<file path="src/rtl/fir_coeff_ctrl_if.sv">
// fir_coeff_ctrl_if: coefficient configuration port and active-bank outputs of the FIR coefficient controller
interface fir_coeff_ctrl_if #(
  parameter int TAPS        = 8,
  parameter int COEFF_WIDTH = 16
);
  logic                        cfg_wr_en;
  logic [$clog2(TAPS)-1:0]     cfg_addr;
  logic [COEFF_WIDTH-1:0]      cfg_data;
  logic                        cfg_commit;
  logic                        frame_sync;
  logic [TAPS*COEFF_WIDTH-1:0] coeffs_flat;
  logic                        dout_valid;
  logic                        cfg_busy;
  logic                        cfg_err;
  logic [7:0]                  coef_gen;
  modport master (
    output cfg_wr_en, cfg_addr, cfg_data, cfg_commit, frame_sync,
    input  coeffs_flat, dout_valid, cfg_busy, cfg_err, coef_gen
  );
  modport slave (
    input  cfg_wr_en, cfg_addr, cfg_data, cfg_commit, frame_sync,
    output coeffs_flat, dout_valid, cfg_busy, cfg_err, coef_gen
  );
endinterface

</file>
<file path="src/rtl/fir_coeff_ctrl.sv">
// fir_coeff_ctrl: shadow/active coefficient banks with frame-aligned atomic swap and post-swap output blanking
module fir_coeff_ctrl #(
  parameter int TAPS         = 8,
  parameter int COEFF_WIDTH  = 16,
  parameter int FLUSH_CYCLES = 5
) (
  input  logic             clk,
  input  logic             rst_n,
  fir_coeff_ctrl_if.slave  bus
);
  localparam int CNT_W = $clog2(FLUSH_CYCLES + 1);
  typedef enum logic [1:0] {IDLE, PENDING, FLUSH} state_t;
  typedef logic [TAPS-1:0][COEFF_WIDTH-1:0] bank_t;
  state_t           state_q, state_d;
  bank_t            shadow_q, shadow_d, active_q, active_d;
  logic [7:0]       gen_q, gen_d;
  logic [CNT_W-1:0] cnt_q, cnt_d;
  logic             valid_q, valid_d, err_q, err_d, wr_ok;
  // the shadow is frozen only while a commit waits for its frame boundary
  assign wr_ok = bus.cfg_wr_en && state_q != PENDING;
  always_comb begin
    state_d  = state_q;
    shadow_d = shadow_q;
    active_d = active_q;
    gen_d    = gen_q;
    cnt_d    = cnt_q;
    valid_d  = valid_q;
    if (wr_ok) shadow_d[bus.cfg_addr] = bus.cfg_data;
    err_d = (state_q == PENDING && (bus.cfg_wr_en || bus.cfg_commit)) ||
            (state_q == FLUSH && bus.cfg_commit);
    case (state_q)
      IDLE:    state_d = bus.cfg_commit ? PENDING : IDLE;
      PENDING: if (bus.frame_sync) begin
        active_d = shadow_q;
        gen_d    = gen_q + 8'd1;
        valid_d  = 1'b0;
        cnt_d    = CNT_W'(FLUSH_CYCLES);
        state_d  = FLUSH;
      end
      FLUSH: begin
        cnt_d = cnt_q - CNT_W'(1);
        if (cnt_q == CNT_W'(1)) begin
          valid_d = 1'b1;
          state_d = IDLE;
        end
      end
      default: state_d = IDLE;
    endcase
  end
  always_ff @(posedge clk or negedge rst_n) begin
    if (!rst_n) begin
      state_q  <= IDLE;
      shadow_q <= '0;
      active_q <= '0;
      gen_q    <= '0;
      cnt_q    <= '0;
      valid_q  <= 1'b0;
      err_q    <= 1'b0;
    end else begin
      state_q  <= state_d;
      shadow_q <= shadow_d;
      active_q <= active_d;
      gen_q    <= gen_d;
      cnt_q    <= cnt_d;
      valid_q  <= valid_d;
      err_q    <= err_d;
    end
  end
  assign bus.coeffs_flat = active_q;
  assign bus.dout_valid  = valid_q;
  assign bus.cfg_busy    = state_q != IDLE;
  assign bus.cfg_err     = err_q;
  assign bus.coef_gen    = gen_q;
endmodule

</file>
<file path="src/flat_wrapper.sv">
// flat-port wrapper written by rule: the top's interface ports become plain ports
module fir_coeff_ctrl_flat 
#(
  parameter int TAPS         = 8,
  parameter int COEFF_WIDTH  = 16,
  parameter int FLUSH_CYCLES = 5
)
  (clk, rst_n, bus_cfg_wr_en, bus_cfg_addr, bus_cfg_data, bus_cfg_commit, bus_frame_sync, bus_coeffs_flat, bus_dout_valid, bus_cfg_busy, bus_cfg_err, bus_coef_gen);
  fir_coeff_ctrl_if #(.TAPS(TAPS), .COEFF_WIDTH(COEFF_WIDTH)) bus_i ();
  input  logic clk;
  input  logic rst_n;
  input wire logic [$bits(bus_i.cfg_wr_en)-1:0] bus_cfg_wr_en;
  input wire logic [$bits(bus_i.cfg_addr)-1:0] bus_cfg_addr;
  input wire logic [$bits(bus_i.cfg_data)-1:0] bus_cfg_data;
  input wire logic [$bits(bus_i.cfg_commit)-1:0] bus_cfg_commit;
  input wire logic [$bits(bus_i.frame_sync)-1:0] bus_frame_sync;
  output wire logic [$bits(bus_i.coeffs_flat)-1:0] bus_coeffs_flat;
  output wire logic [$bits(bus_i.dout_valid)-1:0] bus_dout_valid;
  output wire logic [$bits(bus_i.cfg_busy)-1:0] bus_cfg_busy;
  output wire logic [$bits(bus_i.cfg_err)-1:0] bus_cfg_err;
  output wire logic [$bits(bus_i.coef_gen)-1:0] bus_coef_gen;
  assign bus_i.cfg_wr_en = bus_cfg_wr_en;
  assign bus_i.cfg_addr = bus_cfg_addr;
  assign bus_i.cfg_data = bus_cfg_data;
  assign bus_i.cfg_commit = bus_cfg_commit;
  assign bus_i.frame_sync = bus_frame_sync;
  assign bus_coeffs_flat = bus_i.coeffs_flat;
  assign bus_dout_valid = bus_i.dout_valid;
  assign bus_cfg_busy = bus_i.cfg_busy;
  assign bus_cfg_err = bus_i.cfg_err;
  assign bus_coef_gen = bus_i.coef_gen;
  fir_coeff_ctrl #(.TAPS(TAPS), .COEFF_WIDTH(COEFF_WIDTH), .FLUSH_CYCLES(FLUSH_CYCLES)) u_core (.clk(clk), .rst_n(rst_n), .bus(bus_i));
endmodule
</file>
<file path="config.mk">
export PLATFORM = sky130hd
export DESIGN_NAME = fir_coeff_ctrl_flat
export DESIGN_NICKNAME = d
export VERILOG_FILES = /design/src/rtl/fir_coeff_ctrl_if.sv /design/src/rtl/fir_coeff_ctrl.sv /design/src/flat_wrapper.sv
export SDC_FILE = /design/constraint.sdc
export NUM_CORES = 1
export LEC_CHECK = 0
export ABC_AREA = 1
export ABC_CLOCK_PERIOD_IN_PS = 3000
export CAP_MARGIN = 20
export CORE_MARGIN = 1.5
export CORE_UTILIZATION = 57
export CTS_BUF_LIST = sky130_fd_sc_hd__clkbuf_16
export CTS_CLUSTER_DIAMETER = 80
export DETAILED_ROUTE_END_ITERATION = 10
export GPL_TIMING_DRIVEN = 0
export PLACE_DENSITY = 0.84
export SLEW_MARGIN = 5
export SYNTH_ARGS = -nofsm -noshare
export SYNTH_HDL_FRONTEND = slang
export SYNTH_SLANG_ARGS = --single-unit
</file>
<file path="constraint.sdc">
create_clock -name clk -period 3 [get_ports clk]
set_input_delay 0.45 -clock clk [delete_from_list [all_inputs] [get_ports clk]]
set_output_delay 0.45 -clock clk [all_outputs]
set_load 0.01 [all_outputs]
</file>
# Word-level counts from Yosys, hierarchy flattened
# Cells that the tools add are included.
# word_totals
output_inout_bits	139
word_cells	56
input_bits	24
reg_bits	271
# classes
reduce_logical	13
n_addsub	2
n_eq_ne	6
muxes	12
n_lt_le_gt_ge	2
# ops
operator	n
$bwmux W128	1
$demux W16 S3	1
$mux W16	1
$add A8 B1 Y8 const B	1
$pmux W2 S3	1
$pmux W3 S2	1
$reduce_and A2 Y1	3
$logic_and A1 B1 Y1	4
$lt A3 B4 Y1 const B	1
$mux W2	2
$ne A2 B2 Y1 const B	2
$reduce_bool A2 Y1	2
$eq A3 B1 Y1 const B	1
$ge A3 B1 Y1 const B	1
$mux W1	3
$mux W3	1
$reduce_and A3 Y1	1
$sub A3 B1 Y3 const B	1
$eq A2 B1 Y1 const B	1
$eq A2 B2 Y1 const B	1
$logic_not A2 Y1	1
$logic_or A1 B1 Y1	2
$ne A2 B1 Y1 const B	1
$pmux W1 S2	1

# Depth between registers and ports, before layout
# depth
depth_word	5
mapped_depth	8
ltp_nobuf	7

# Worst setup path after synthesis
# Ideal clock, no wire load.
# synth_path
path_kind	input -> register
from	input bus_frame_sync
to	register u_core.active_q, in the netlist u_core.bus.coeffs_flat[34]
t_arrival_ps	1098
stages	6
path_buffers	3
setup_time_ps	116
required_ps	2884
slack_ps	1786
cell_sequence	nand3_1 -> buf_2 -> buf_4 -> buf_4 -> nand2_1 -> nand2_1
# synth_between
elab_chain_len	1
# synth_rtl
item	line	source
start: declaration	flat_wrapper.sv:16	input wire logic [$bits(bus_i.frame_sync)-1:0] bus_frame_sync;
$reduce_and A2 Y1 (no line)	-	
end signal: assignment	fir_coeff_ctrl.sv:62	active_q <= active_d;
end: declaration	fir_coeff_ctrl.sv:15	bank_t shadow_q, shadow_d, active_q, active_d;
# No other way between the ends.
# A chain may end at the register's enable or synchronous reset.

# Worst setup path in the final report
# layout_path
from	register u_core.state_q[0]
to	output bus_cfg_busy
# layout_between
elab_chain_len	1
# layout_rtl
item	line	source
start: declaration	fir_coeff_ctrl.sv:14	state_t state_q, state_d;
start signal: assignment	fir_coeff_ctrl.sv:60	state_q <= state_d;
$reduce_bool A2 Y1	fir_coeff_ctrl.sv:71	assign bus.cfg_busy = state_q != IDLE;
end: declaration	flat_wrapper.sv:19	output wire logic [$bits(bus_i.cfg_busy)-1:0] bus_cfg_busy;
# No other way between the ends.

==> flow_summary.toml <==
[timing]
fin_crit_ns = 2.04
fin_setup_tns_ns = 0
worst_slack_ns = 0.956
slew_violations = 0
setup_viol_count_final = 0
relSlewSlack = 0.593
rsz0062_at_grt = "no"
period_share = 0.681
fmax_mhz = 489
worst_pin_slew_ns = 0.609
timing.hold.ws_ns = 0.428
finalHoldViolCount = 0
fin_worst_skew_ns = 0.0139

[grt]
overflow = 0
grt_max_degree = 120
grt_pass1_wl_um = 41800
grt_pass1_vias = 7899
antenna_found_initial = 1
grtUsageTotal = 0.295

[worst_setup_path]
critPathMaxFanout = 4
critPathMaxStageDelay_ns = 0.54
worstPathRequired_ns = 2.55
path_cells = "inv_2 -> nand2_1 -> clkdlybuf4s50_1"
cp_slowest_cell = "clkdlybuf4s50_1"
end_kind = "output pin"
worstSetupStartpointType = "flop"
critical_path_class = "reg2out"
crit_arrival_ns = 1.59

[clock_tree]
post-cts-setup-buffers = 0
cts.path.max_buffers = 3
cts.sinks = 271
clk_pin_slew_ns = 0.06
cts_buffers = 27
clockRootBuffer = "clkbuf_16"
insertion_delay_ns = 0.53
cts.htree.levels = 1
cts_tree = "done"

[finish]
mostFrequentLayoutCells = "nand2_1, dfrtp_1, clkdlybuf4s50_1"
final_area_sq_um = 13000
synthToLayoutAreaGrowth_pct = 28.6
layout.cells.most_common = "nand2_1"
final_cells = 1509
fin_nets = 1291
diodes = 0
drive_gt1_frac = 0.0794

[synthesis]
synth.area.mux_share = 0
synthXorXnorAreaFrac = 0.00347
synth_top_family_by_area = "simple AND/OR/NAND/NOR gates"
seq_area_frac_synth = 0.671
synth_compound_area_frac = 0.0665
ys_ff_latch = 271
avgSynthCellArea_sq_um = 9.44
synthAdderAreaFrac = 0.00371
yosys_warnings = 0
netlist_instances = 1070
synthesis.area_sq_um = 10100
synth_cell_types = 21
syn-num-nets = 1097
yosys.area_share.simple = 0.215

[placed_design]
routabilityCongestion = 0.805
place_hpwl_um = 16500
io_buffers = 162
place_area_sq_um = 12100
dp.cells = 1459
post-place-ws_ns = 1.03

[routing]
vias = 8069
drt_iter0_drc = 785
drc_errors = 0
antenna_left = 0
wl_um = 26300
vias_per_cell = 5.35
wire_per_inst_um = 17.5
first_pass_iters = 5

[power_and_ir_drop]
power_density_nw_per_um2 = 1050
p_leak_nw = 6.65
vdd_ir_drop_max_mv = 0.677

[run]
cap_violations = 0

[floorplan]
initial_core_util = 0.584
placeableCoreArea_sq_um = 17300
die_height_um = 136
row_count = 48
fp.dieArea_sq_um = 18500
io_pins = 163
die_x_um = 136

[worst_hold_path]
hold_path_class = "in2async"

[status]
outcome = "completed"
==> worst max-delay path: cells and delay by family, from the launching register on <==
family | cells | cell delay, ns
buffers and inverters | 2 | 0.60
DFF | 1 | 0.41
and+or+nand+nor | 1 | 0.06
==> cells in the mapped netlist <==
cell type  instances  area, sq um
inv_2              2         7.51
buf_4              7         52.6
nor3_1             1         5.00
nand2_1          548         2060
o21ai_0          126          631
nand3_1            8         40.0
xor2_1             2         17.5
inv_1             32          120
o22ai_1            1         6.26
dfrtp_1          271         6780
nor2_1            10         37.5
clkbuf_2           2         10.0
o21ai_1            5         25.0
ha_1               3         37.5
clkbuf_1           2         7.51
nor2_2             2         12.5
buf_2             42          210
nor2_4             1         11.3
a21oi_1            2         10.0
nand3b_1           1         7.51
xnor2_1            2         17.5
==> worst paths after layout <==
kind / startpoint / endpoint / slack, ns / depth (start not counted)
worst max-delay path: u_core.state_q[0] / bus_cfg_busy / 0.96 / 3
worst min-delay path: rst_n / u_core.bus.coeffs_flat[82] / 0.43 / 2
worst max register to register: u_core.state_q[0] / u_core.bus.coeffs_flat[55] / 1.48 / 6
worst min register to register: u_core.shadow_q[30] / u_core.bus.coeffs_flat[30] / 0.47 / 2
max in group asynchronous: rst_n / u_core.bus.coeffs_flat[0] / 1.62 / 3
min in group clk: u_core.shadow_q[30] / u_core.bus.coeffs_flat[30] / 0.47 / 2
==> kinds of logic after synthesis <==
group           Yosys count
fa+ha+maj                 3
simple gates            571
flops                   271
compound gates          134
xor+xnor                  4
buf+inv                  87
==> repair_timing <==
item                                    CTS  global route
hold buffers                              1             0
endpoints found under the setup margin    0             0
gates resized for setup                   0             0
hold endpoints to repair                 56             0
==> power by group <==
group	switching (mW)	leakage, nW	internal [mW]
registers	0.922	3.45	5.15
logic	2.05	2.74	2.01
clock network	1.42	0.468	2.07
total	4.39	6.65	9.22
==> routing by layer <==
layer / wire length [um] / part of all wire / GRT usage / vias up
met5: 12 / 0.00046 / 0 / -
li1: - / - / - / 3712
met4: 923 / 0.035 / 0.103 / 2
met3: 2010 / 0.076 / 0.0589 / 72
met1: 11100 / 0.42 / 0.413 / 3956
met2: 12300 / 0.47 / 0.464 / 327
==> state kept, by name, indices dropped and copies added, names as in the netlist <==
| signal | count |
|---|---|
| u_core.bus.cfg_err | 1 |
| u_core.bus.dout_valid | 1 |
| u_core.cnt_q | 3 |
| u_core.shadow_q | 128 |
| u_core.bus.coef_gen | 8 |
| u_core.state_q | 2 |
| u_core.bus.coeffs_flat | 128 |
==> final cells by class <==
class / instances / area, sq um
clock buffers: 27 / 676
multi-input cells: 712 / 2920
well taps: 225 / 282
fillers: 1193 / 4310
plain buffers: 53 / 280
inverters: 34 / 128
repair buffers: 165 / 1690
flip-flops and latches: 271 / 6780
clock inverters: 22 / 238
==> through the flow <==
| stage | power [mW] | utilization |
|---|---|---|
| after global routing | 14.4 | 0.751 |
| after floorplan | 7.86 | - |
| after global placement | 9.89 | 0.694 |
| final | 13.6 | 0.751 |
| after detailed placement | 10.1 | 0.698 |
| after CTS | 13.7 | 0.751 |
Power figures use the tool's default switching activity.
